[config.mk]
export PLATFORM = sky130hd
export DESIGN_NAME = conv_inst_exec
export DESIGN_NICKNAME = d
export VERILOG_FILES = /design/src/rtl/conv_inst_pkg.sv /design/src/rtl/conv_addr_gen.sv /design/src/rtl/conv_inst_exec.sv
export SDC_FILE = /design/constraint.sdc
export NUM_CORES = 1
export LEC_CHECK = 0
export ABC_AREA = 1
export ABC_CLOCK_PERIOD_IN_PS = 4700
export BUFFER_PORTS_ARGS = -buffer_cell sky130_fd_sc_hd__buf_2
export CAP_MARGIN = 20
export CORE_UTILIZATION = 26
export CTS_CLUSTER_DIAMETER = 150
export DETAILED_ROUTE_END_ITERATION = 8
export MAX_ROUTING_LAYER = met4
export PLACE_DENSITY = 0.52
export SKIP_LAST_GASP = 1
export SLEW_MARGIN = 20
export SYNTH_ARGS = -nofsm -noshare
export SYNTH_HDL_FRONTEND = slang
export SYNTH_SLANG_ARGS = --single-unit
[constraint.sdc]
create_clock -name clk -period 4.7 [get_ports clk]
set_clock_uncertainty 0.15 [all_clocks]
set_input_delay 0.705 -clock clk [delete_from_list [all_inputs] [get_ports clk]]
set_output_delay 0.705 -clock clk [all_outputs]
set_load 0.05 [all_outputs]
[src/rtl/conv_inst_pkg.sv]
`default_nettype none
// +------------------------------------------------------------------+
// | conv_inst_pkg : instruction field layout, opcodes, FSM encoding   |
// | Rev 1.0                                                           |
// +------------------------------------------------------------------+
package conv_inst_pkg;

  localparam int INST_W     = 40;
  localparam int OP_MSB     = 39;
  localparam int OP_LSB     = 36;
  localparam int ADDR_MSB   = 35;
  localparam int ADDR_LSB   = 22;
  localparam int CNT_MSB    = 21;
  localparam int CNT_LSB    = 10;
  localparam int STRIDE_MSB = 9;
  localparam int STRIDE_LSB = 0;

  localparam int ADDR_FW   = ADDR_MSB - ADDR_LSB + 1;
  localparam int CNT_FW    = CNT_MSB - CNT_LSB + 1;
  localparam int STRIDE_FW = STRIDE_MSB - STRIDE_LSB + 1;

  localparam logic [3:0] OP_NOP  = 4'h0;
  localparam logic [3:0] OP_LOAD = 4'h1;
  localparam logic [3:0] OP_SYNC = 4'h2;
  localparam logic [3:0] OP_END  = 4'hF;

  localparam logic [1:0] ST_IDLE  = 2'd0;
  localparam logic [1:0] ST_BURST = 2'd1;
  localparam logic [1:0] ST_WAIT  = 2'd2;

  typedef struct packed {
    logic [3:0]           op;
    logic [ADDR_FW-1:0]   addr;
    logic [CNT_FW-1:0]    cnt;
    logic [STRIDE_FW-1:0] stride;
  } inst_t;

  function automatic inst_t decode_inst(input logic [INST_W-1:0] raw);
    inst_t d;
    d.op     = raw[OP_MSB:OP_LSB];
    d.addr   = raw[ADDR_MSB:ADDR_LSB];
    d.cnt    = raw[CNT_MSB:CNT_LSB];
    d.stride = raw[STRIDE_MSB:STRIDE_LSB];
    return d;
  endfunction

  function automatic logic op_legal(input logic [3:0] op);
    return (op == OP_NOP) || (op == OP_LOAD) || (op == OP_SYNC) || (op == OP_END);
  endfunction

endpackage
`default_nettype wire

[src/rtl/conv_addr_gen.sv]
`default_nettype none
// +------------------------------------------------------------------+
// | conv_addr_gen : burst address register, stride step, beat counter |
// | Rev 1.0                                                           |
// +------------------------------------------------------------------+
module conv_addr_gen #(
  parameter int AW = 14,
  parameter int CW = 12,
  parameter int SW = 10
) (
  input  logic          clk,
  input  logic          rst_n,
  input  logic          load,
  input  logic [AW-1:0] load_addr,
  input  logic [CW-1:0] load_cnt,
  input  logic [SW-1:0] load_stride,
  input  logic          step,
  output logic [AW-1:0] addr,
  output logic          last
);

  localparam int SUMW = (AW > SW) ? AW : SW;

  logic [CW-1:0]   beats_left;
  logic [SW-1:0]   stride;
  logic [SUMW-1:0] next_sum;

  // Sum is truncated to AW bits so the address wraps modulo 2^AW.
  assign next_sum = SUMW'(addr) + SUMW'(stride);
  assign last     = (beats_left == '0);

  always_ff @(posedge clk or negedge rst_n) begin
    if (!rst_n) begin
      addr       <= '0;
      beats_left <= '0;
      stride     <= '0;
    end else if (load) begin
      addr       <= load_addr;
      beats_left <= load_cnt;
      stride     <= load_stride;
    end else if (step) begin
      addr       <= next_sum[AW-1:0];
      beats_left <= beats_left - CW'(1);
    end
  end

endmodule
`default_nettype wire

[src/rtl/conv_inst_exec.sv]
`default_nettype none
// +------------------------------------------------------------------+
// | conv_inst_exec : decodes conv instructions into SRAM read bursts, |
// | sync waits and end markers. CONV_INST_EXEC_PERF_EN adds a stall   |
// | counter port. Rev 1.0                                             |
// +------------------------------------------------------------------+
module conv_inst_exec
  import conv_inst_pkg::*;
#(
  parameter int AW = 14,
  parameter int CW = 12
) (
  input  logic          clk,
  input  logic          rst_n,
  input  logic [39:0]   m_inst,
  input  logic          m_valid,
  output logic          m_ready,
  output logic          rd_en,
  output logic [AW-1:0] rd_addr,
  output logic          rd_last,
  input  logic          rd_ready,
  input  logic          sync_in,
  output logic          busy,
  output logic          done,
  output logic          err
`ifdef CONV_INST_EXEC_PERF_EN
  ,
  output logic [31:0]   perf_stall
`endif
);

  logic [1:0] state;
  logic [1:0] state_nxt;
  logic       alive;
  inst_t      dec;
  logic       accept;
  logic       beat_done;
  logic       gen_last;
  logic       load;

  assign dec       = decode_inst(m_inst);
  // alive keeps m_ready low for as long as reset is held.
  assign m_ready   = alive && (state == ST_IDLE);
  assign accept    = m_valid && m_ready;
  assign rd_en     = (state == ST_BURST);
  assign rd_last   = rd_en && gen_last;
  assign beat_done = rd_en && rd_ready;
  assign busy      = (state != ST_IDLE);
  assign load      = accept && (dec.op == OP_LOAD);

  always_comb begin
    state_nxt = state;
    case (state)
      ST_IDLE: begin
        if (accept && dec.op == OP_LOAD)      state_nxt = ST_BURST;
        else if (accept && dec.op == OP_SYNC) state_nxt = ST_WAIT;
      end
      ST_BURST: if (beat_done && gen_last) state_nxt = ST_IDLE;
      ST_WAIT:  if (sync_in) state_nxt = ST_IDLE;
      default:  state_nxt = ST_IDLE;
    endcase
  end

  always_ff @(posedge clk or negedge rst_n) begin
    if (!rst_n) begin
      state <= ST_IDLE;
      alive <= 1'b0;
      done  <= 1'b0;
      err   <= 1'b0;
    end else begin
      state <= state_nxt;
      alive <= 1'b1;
      done  <= accept && (dec.op == OP_END);
      if (accept && !op_legal(dec.op)) err <= 1'b1;
    end
  end

  conv_addr_gen #(
    .AW (AW),
    .CW (CW),
    .SW (STRIDE_FW)
  ) u_addr_gen (
    .clk         (clk),
    .rst_n       (rst_n),
    .load        (load),
    .load_addr   (dec.addr[AW-1:0]),
    .load_cnt    (dec.cnt[CW-1:0]),
    .load_stride (dec.stride),
    .step        (beat_done),
    .addr        (rd_addr),
    .last        (gen_last)
  );

`ifdef CONV_INST_EXEC_PERF_EN
  always_ff @(posedge clk or negedge rst_n) begin
    if (!rst_n) begin
      perf_stall <= '0;
    end else if (rd_en && !rd_ready && perf_stall != 32'hFFFF_FFFF) begin
      perf_stall <= perf_stall + 32'd1;
    end
  end
`endif

endmodule
`default_nettype wire

==> flow_summary.json, run 1 <==
{
  "worst_r2r_endpoint": "u_addr_gen.beats_left[0]",
  "fp.dieH_um": 106,
  "clkTransAtPathRegs_ns": 0.08,
  "crit-reg2reg-launch": "state[1]",
  "cts_root_buffer": "clkbuf_8",
  "io_buffers": 64,
  "dieArea_mm2": 0.0112,
  "start_kind": "register",
  "grt_max_degree": 42,
  "grt_pass1_wl_um": 12000,
  "gp_congestion": 0.792,
  "nets": 519,
  "p_leak_nw": 1.81,
  "place_inst": 589,
  "synth_cell_types": 40,
  "finalHoldViolations": 0,
  "period_needed_ns": 2.48,
  "slew_headroom_pct": 61.7,
  "maxCapViolCount": 0,
  "hold_path_class": "in -> async",
  "drive_gt1_share_pct": 20.6,
  "avgSynthCellArea_um2": 7.05,
  "min_period_over_period_pct": 52.7,
  "clkSinkCount": 41,
  "synthArstFlopShare_pct": 100,
  "status": "completed",
  "clk_latency_ns": 0.30,
  "rsz0062_at_grt": "false",
  "via_per_inst": 4.43,
  "synth_edf_count": 0,
  "pin_count": 65,
  "numCtsBuffers": 5,
  "clk_path_buf_depth": 2,
  "via_count": 2642,
  "dpl.hpwl_um": 5310,
  "first_pass_iters": 4,
  "synth-seq-area-share_pct": 36.5,
  "drc": 0,
  "fin_area_mm2": 0.00333,
  "yosys_register_bits": 41,
  "track_usage_pct": 13.9,
  "post_cts_resized": 0,
  "drt-total-wl_um": 7170,
  "grt_overflow": 0,
  "netlist_area_mm2": 0.00281,
  "cp-end-kind": "primary output",
  "syn_nets": 457,
  "hold_buffers": 0,
  "post_cts_buffers": 0,
  "final_cells": 597,
  "first_global_vias": 2603,
  "cts_tree": "done",
  "worst_r2r_path_depth": 9,
  "pre_cts_slack_ns": 2.01,
  "core_mm2": 0.0104,
  "cp_max_fo": 4,
  "finalSetupTns_ns": 0,
  "yosys_warnings": 0,
  "worst_ep_required_time_ns": 3.85,
  "ant_nets": 0,
  "reg2reg_setup_slack_ns": 2.46,
  "slew_violations": 0,
  "path_class": "reg -> out",
  "synth_flop_cell": "dfrtp_1",
  "area_delta_synth_final_pct": 18.5,
  "antenna_cells": 0,
  "syn_inst": 399,
  "start_util_pct": 27.0,
  "crit_arrival_ns": 1.62,
  "p_per_area_mw_per_mm2": 561,
  "routedWlPerCell_um": 12.0,
  "postPlaceCellArea_mm2": 0.00323,
  "final_util_pct": 32.0,
  "max_freq_mhz": 404,
  "worst_slack_ns": 2.22,
  "num_rows": 37,
  "drtIter0Drc": 79,
  "setup_viol": 0,
  "antenna_found_initial": 0,
  "cts.htree.levels": 2,
  "vdd_drop_max_mv": 0.209,
  "worst_pin_slew_ns": 0.572,
  "die_w_um": 106
}
area by class of cell:
cell class / count / area (um2)
Fill cell: 1147 / 7080
Multi-Input combinational cell: 297 / 1510
Sequential cell: 41 / 1030
Timing Repair Buffer: 66 / 348
Inverter: 50 / 190
Tap cell: 136 / 170
Clock buffer: 7 / 86.3
cell families (layout without fill, tap and decap cells):
kind of cell | count (synthesis) | in the layout | share of synthesized area (%)
other | 1 | 1 | 0.133
AO/OA/AOI/OAI | 54 | 54 | 11.0
buffers and inverters | 61 | 123 | 9.74
flip-flops | 41 | 41 | 36.5
XOR/XNOR | 7 | 7 | 2.18
adder cells (fa/ha/maj) | 13 | 13 | 6.05
AND/OR/NAND/NOR | 222 | 222 | 34.4
power breakdown:
part | internal (mW) | total (mW) | switching [mW]
Combinational | 0.343 | 1.06 | 0.715
Clock | 0.117 | 0.240 | 0.123
Sequential | 0.469 | 0.573 | 0.104
cells in the mapped netlist (all sizes together) (2+ instances only):
| cell | instances | area [um2] |
|---|---|---|
| nand3 | 29 | 150 |
| inv | 50 | 190 |
| xor2 | 4 | 35.0 |
| nor2 | 46 | 203 |
| o311ai | 2 | 17.5 |
| xnor2 | 3 | 26.3 |
| o211ai | 2 | 15.0 |
| dfrtp | 41 | 1030 |
| ha | 12 | 150 |
| nor3 | 4 | 25.0 |
| buf | 10 | 80.1 |
| o22ai | 6 | 37.5 |
| o21ai | 17 | 92.6 |
| nand2 | 133 | 527 |
| a21oi | 22 | 110 |
| nand4 | 6 | 37.5 |
state kept, by name, summed over array words and instances (netlist names):
register,count
state,2
u_addr_gen.beats_left,12
err,1
u_addr_gen.stride,10
done,1
alive,1
u_addr_gen.addr,14
layout by cell type, fill, tap and decap left out, types with 2 or more instances in the layout:
master and instances:
nand2_1 124, buf_2 64, inv_1 47, dfrtp_1 41, nor2_1 40, nand3_1 28, a21oi_1 22, ha_1 12
o21ai_0 8, nand2_2 8, o21ai_1 7, nand4_1 6, o22ai_1 6, clkbuf_8 6, xor2_1 4, nor2_2 3
nor2_4 3, nor3_1 3, xnor2_1 3, inv_2 2, o21ai_2 2, o211ai_1 2, o311ai_1 2
critical path, cell delays in order, from the launching register on:
cell and delay [ns]:
dfrtp_1 0.42, nor4_1 0.31, nand4_1 0.19, nor2_1 0.12, buf_2 0.27
metrics by stage:
step	hold WS, ns	power [mW]
final	0.178	1.87
after CTS	0.337	1.89
after global routing	0.208	2.04
after detailed placement	0.317	1.64
after global placement	0.319	1.62
after floorplan	0.259	1.39
metal layers:
metal | vias up | wire [um] | part of all wire (%) | GRT usage [%]
met2 | 59 | 3130 | 44 | 21.0
met1 | 1181 | 3640 | 51 | 19.0
met3 | 8 | 314 | 4.4 | 2.33
met4 | 0 | 80 | 1.1 | 3.87
li1 | 1394 | - | - | -
met5 | - | 0 | 0 | -
worst max path at each step:
stage	depth (start not counted)	slack, ns	startpoint	end
after floorplan	3	2.34	state[1]	rd_last
after global placement	10	2.05	m_inst[36]	u_addr_gen.beats_left[0]
after detailed placement	10	2.01	m_inst[36]	u_addr_gen.beats_left[8]
after CTS	4	2.19	u_addr_gen.beats_left[8]	rd_last
after global routing	4	2.04	u_addr_gen.beats_left[8]	rd_last
final	4	2.22	u_addr_gen.beats_left[8]	rd_last
Note: power is estimated with default switching activity, not from simulation.
==> run 2: changes to the inputs <==
--- a/config.mk
+++ b/config.mk
@@ -5,15 +5,15 @@
 export SDC_FILE = /design/constraint.sdc
 export NUM_CORES = 1
 export LEC_CHECK = 0
-export ABC_AREA = 1
-export ABC_CLOCK_PERIOD_IN_PS = 4700
+export ABC_AREA = 0
+export ABC_CLOCK_PERIOD_IN_PS = 2100
 export BUFFER_PORTS_ARGS = -buffer_cell sky130_fd_sc_hd__buf_2
 export CAP_MARGIN = 20
 export CORE_UTILIZATION = 26
 export CTS_CLUSTER_DIAMETER = 150
 export DETAILED_ROUTE_END_ITERATION = 8
 export MAX_ROUTING_LAYER = met4
-export PLACE_DENSITY = 0.52
+export PLACE_DENSITY = 0.55
 export SKIP_LAST_GASP = 1
 export SLEW_MARGIN = 20
 export SYNTH_ARGS = -nofsm -noshare
==> constraint.sdc (replaced) <==
create_clock -name clk -period 2.1 [get_ports clk]
set_clock_uncertainty 0.15 [all_clocks]
set_input_delay 0.315 -clock clk [delete_from_list [all_inputs] [get_ports clk]]
set_output_delay 0.315 -clock clk [all_outputs]
set_load 0.05 [all_outputs]
==> run 2 against run 1 <==
  * The flow now finishes with violations (design-rule violations, negative setup slack)
  * First-iteration DRC count decreased by 16%
  * Sequential power is 140% higher
  * Area after synthesis is 15% lower
  * Core utilization grew 5.4 points
  * Synthesized cell count decreased by 31%
  * Critical path type unchanged
==> flow_summary.json, run 2 <==
{
  "num_rows": 34,
  "cp_max_fo": 2,
  "critical_path.slowest_cell": "or4_4",
  "area_delta_synth_final_pct": 38.1,
  "syn_inst": 274,
  "min_period_over_period_pct": 114,
  "crit_start": "u_addr_gen.beats_left[6]",
  "yosys.area.top_type_share_pct": 43.0,
  "cts_root_buffer": "clkbuf_8",
  "synth_flop_cell": "dfrtp_1",
  "largest-register": "u_addr_gen.addr",
  "clk_path_buf_depth": 2,
  "finalHoldViolations": 0,
  "p_leak_nw": 1.47,
  "ant_nets": 0,
  "largest_register_ff_count": 14,
  "yosysMostFrequentCell": "nand2_1",
  "synth_edf_count": 0,
  "die_w_um": 97.8,
  "yosys_register_bits": 41,
  "synth_area_leaders": "dfrtp_1, nand2_1, xnor2_1",
  "crit_chain": "or3_4 -> or4_4 -> nor2_4 -> and3_4 -> buf_8",
  "numCtsBuffers": 5,
  "clk_latency_ns": 0.30,
  "dieArea_mm2": 0.00956,
  "worst_ep_required_time_ns": 1.63,
  "rsz0062_at_grt": "true",
  "via_count": 2164,
  "synth_top_area_cell": "dfrtp_1",
  "hold_slack_ns": 0.0532,
  "slew_violations": 0,
  "io_buffers": 64,
  "routedWlPerCell_um": 13.4,
  "crit_family": "simple AND/OR/NAND/NOR gates",
  "max_freq_mhz": 416,
  "synth_cell_types": 43,
  "vdd_drop_max_mv": 0.380,
  "syn_nets": 332,
  "first_global_vias": 2257,
  "crit-reg2reg-launch": "u_addr_gen.addr[0]",
  "pin_count": 65,
  "worst_slack_ns": -0.304,
  "mostFrequentLayoutCell": "nand2_1",
  "slew_headroom_pct": 63.2,
  "avgSynthCellArea_um2": 8.71,
  "drt-total-wl_um": 6220,
  "antenna_found_initial": 0,
  "violations": "design-rule violations, negative setup slack",
  "worst_r2r_path_depth": 8,
  "yosys_warnings": 0,
  "netlist_area_mm2": 0.00239,
  "gp_congestion": 0.768,
  "critPathMaxStageDelay_ns": 0.45,
  "path_class": "reg -> out",
  "drive_gt1_share_pct": 38.3,
  "start_kind": "register",
  "grt_max_degree": 42,
  "cp-end-kind": "primary output",
  "clkTransAtPathRegs_ns": 0.09,
  "final_cell_mix": "nand2_1, buf_2, dfrtp_1",
  "status": "finished with violations",
  "p_total_mw": 4.29,
  "clkSinkCount": 41,
  "maxCapViolCount": 0,
  "synthArstFlopShare_pct": 100,
  "p_per_area_mw_per_mm2": 1300,
  "grt_overflow": 0,
  "synth_common_cells": "nand2_1, dfrtp_1, nor2_1",
  "synth-seq-area-share_pct": 43.0,
  "cp.depth": 5,
  "finalSetupTns_ns": -0.304,
  "via_per_inst": 4.64,
  "fp.dieH_um": 97.8,
  "reg.largest.list": "u_addr_gen.addr x14, u_addr_gen.beats_left x12, u_addr_gen.stride x10",
  "hold_path_class": "in -> reg",
  "hold_start": "m_inst[6]",
  "fillerInstances": 912,
  "setup_viol": 1,
  "cts.htree.levels": 2,
  "first_pass_iters": 6,
  "nets": 415,
  "core_mm2": 0.00881,
  "antenna_cells": 0,
  "cts_tree": "done",
  "grt_pass1_wl_um": 10500,
  "period_needed_ns": 2.40,
  "whs_path_depth": 3,
  "dpl.hpwl_um": 4530,
  "crit_buf_inv": 1,
  "start_util_pct": 27.1,
  "crit_arrival_ns": 1.94,
  "track_usage_pct": 14.1,
  "drtIter0Drc": 66,
  "drc": 15,
  "worst_pin_slew_ns": 0.553
}
[run 2: worst paths after layout]
path                                         to  slack [ns]
max                                     rd_last       -0.30
min                        u_addr_gen.stride[6]        0.05
max reg2reg                  u_addr_gen.addr[6]        0.01
min reg2reg                                 err        0.30
max in group asynchronous    u_addr_gen.addr[4]        0.91
min in group asynchronous    u_addr_gen.addr[5]        0.48
[run 2: timing repair]
item,4_1_cts,5_1_grt
setup endpoints to repair,4,26
gates cloned,0,0
buffers inserted,0,2
endpoints found under the hold margin,41,0
pin swaps,1,9
hold buffers,1,0
resized for setup,8,25
[run 2: worst reg2reg max path, cell delays in order (launching register included)]
cell      delay, ns
dfrtp_2        0.42
ha_4           0.17
fa_2           0.37
a211oi_4       0.26
nor2_1         0.09
o21a_1         0.18
nor2_1         0.10
xor2_1         0.16
o211ai_1       0.09
[run 2: cell families after synthesis]
logic type / share of synthesized area (%)
DFF: 43.0
adders and majority gates: 7.13
muxes: 0.420
AOI/OAI and AO/OA: 13.5
xor gates and xnor gates: 7.71
and+or+nand+nor: 24.8
other: 0.157
buffers and inverters: 3.25
[run 2: area by class of cell]
| cell class | count | area, um2 | share of cell area [%] |
|---|---|---|---|
| Tap cell | 108 | 135 | 4.10 |
| Timing Repair Buffer | 87 | 531 | 16.1 |
| Inverter | 7 | 26.3 | 0.798 |
| Sequential cell | 41 | 1040 | 31.5 |
| Clock buffer | 8 | 90.1 | 2.73 |
| Multi-Input combinational cell | 215 | 1480 | 44.8 |
[run 2: through the flow]
step	cells	util, %	worst slack [ns]	area (um2)
after floorplan	274	-	-0.0333	2440
after global placement	455	34.3	-0.0968	3020
after detailed placement	455	34.3	-0.115	3020
after CTS	464	35.8	-0.313	3160
after global routing	466	37.4	-0.357	3290
final	466	37.4	-0.304	3290
[run 2: power by group]
group / internal (mW) / switching, mW
Combinational: 1.01 / 1.34
Clock: 0.269 / 0.279
Sequential: 1.09 / 0.298
[run 2: layer usage]
metal / global-route usage (%) / share of wire [%] / vias up
li1: - / - / 1095
met1: 18.0 / 48 / 1022
met2: 23.0 / 47 / 43
met3: 2.43 / 3.9 / 4
met4: 3.61 / 0.82 / 0
met5: - / 0 / -
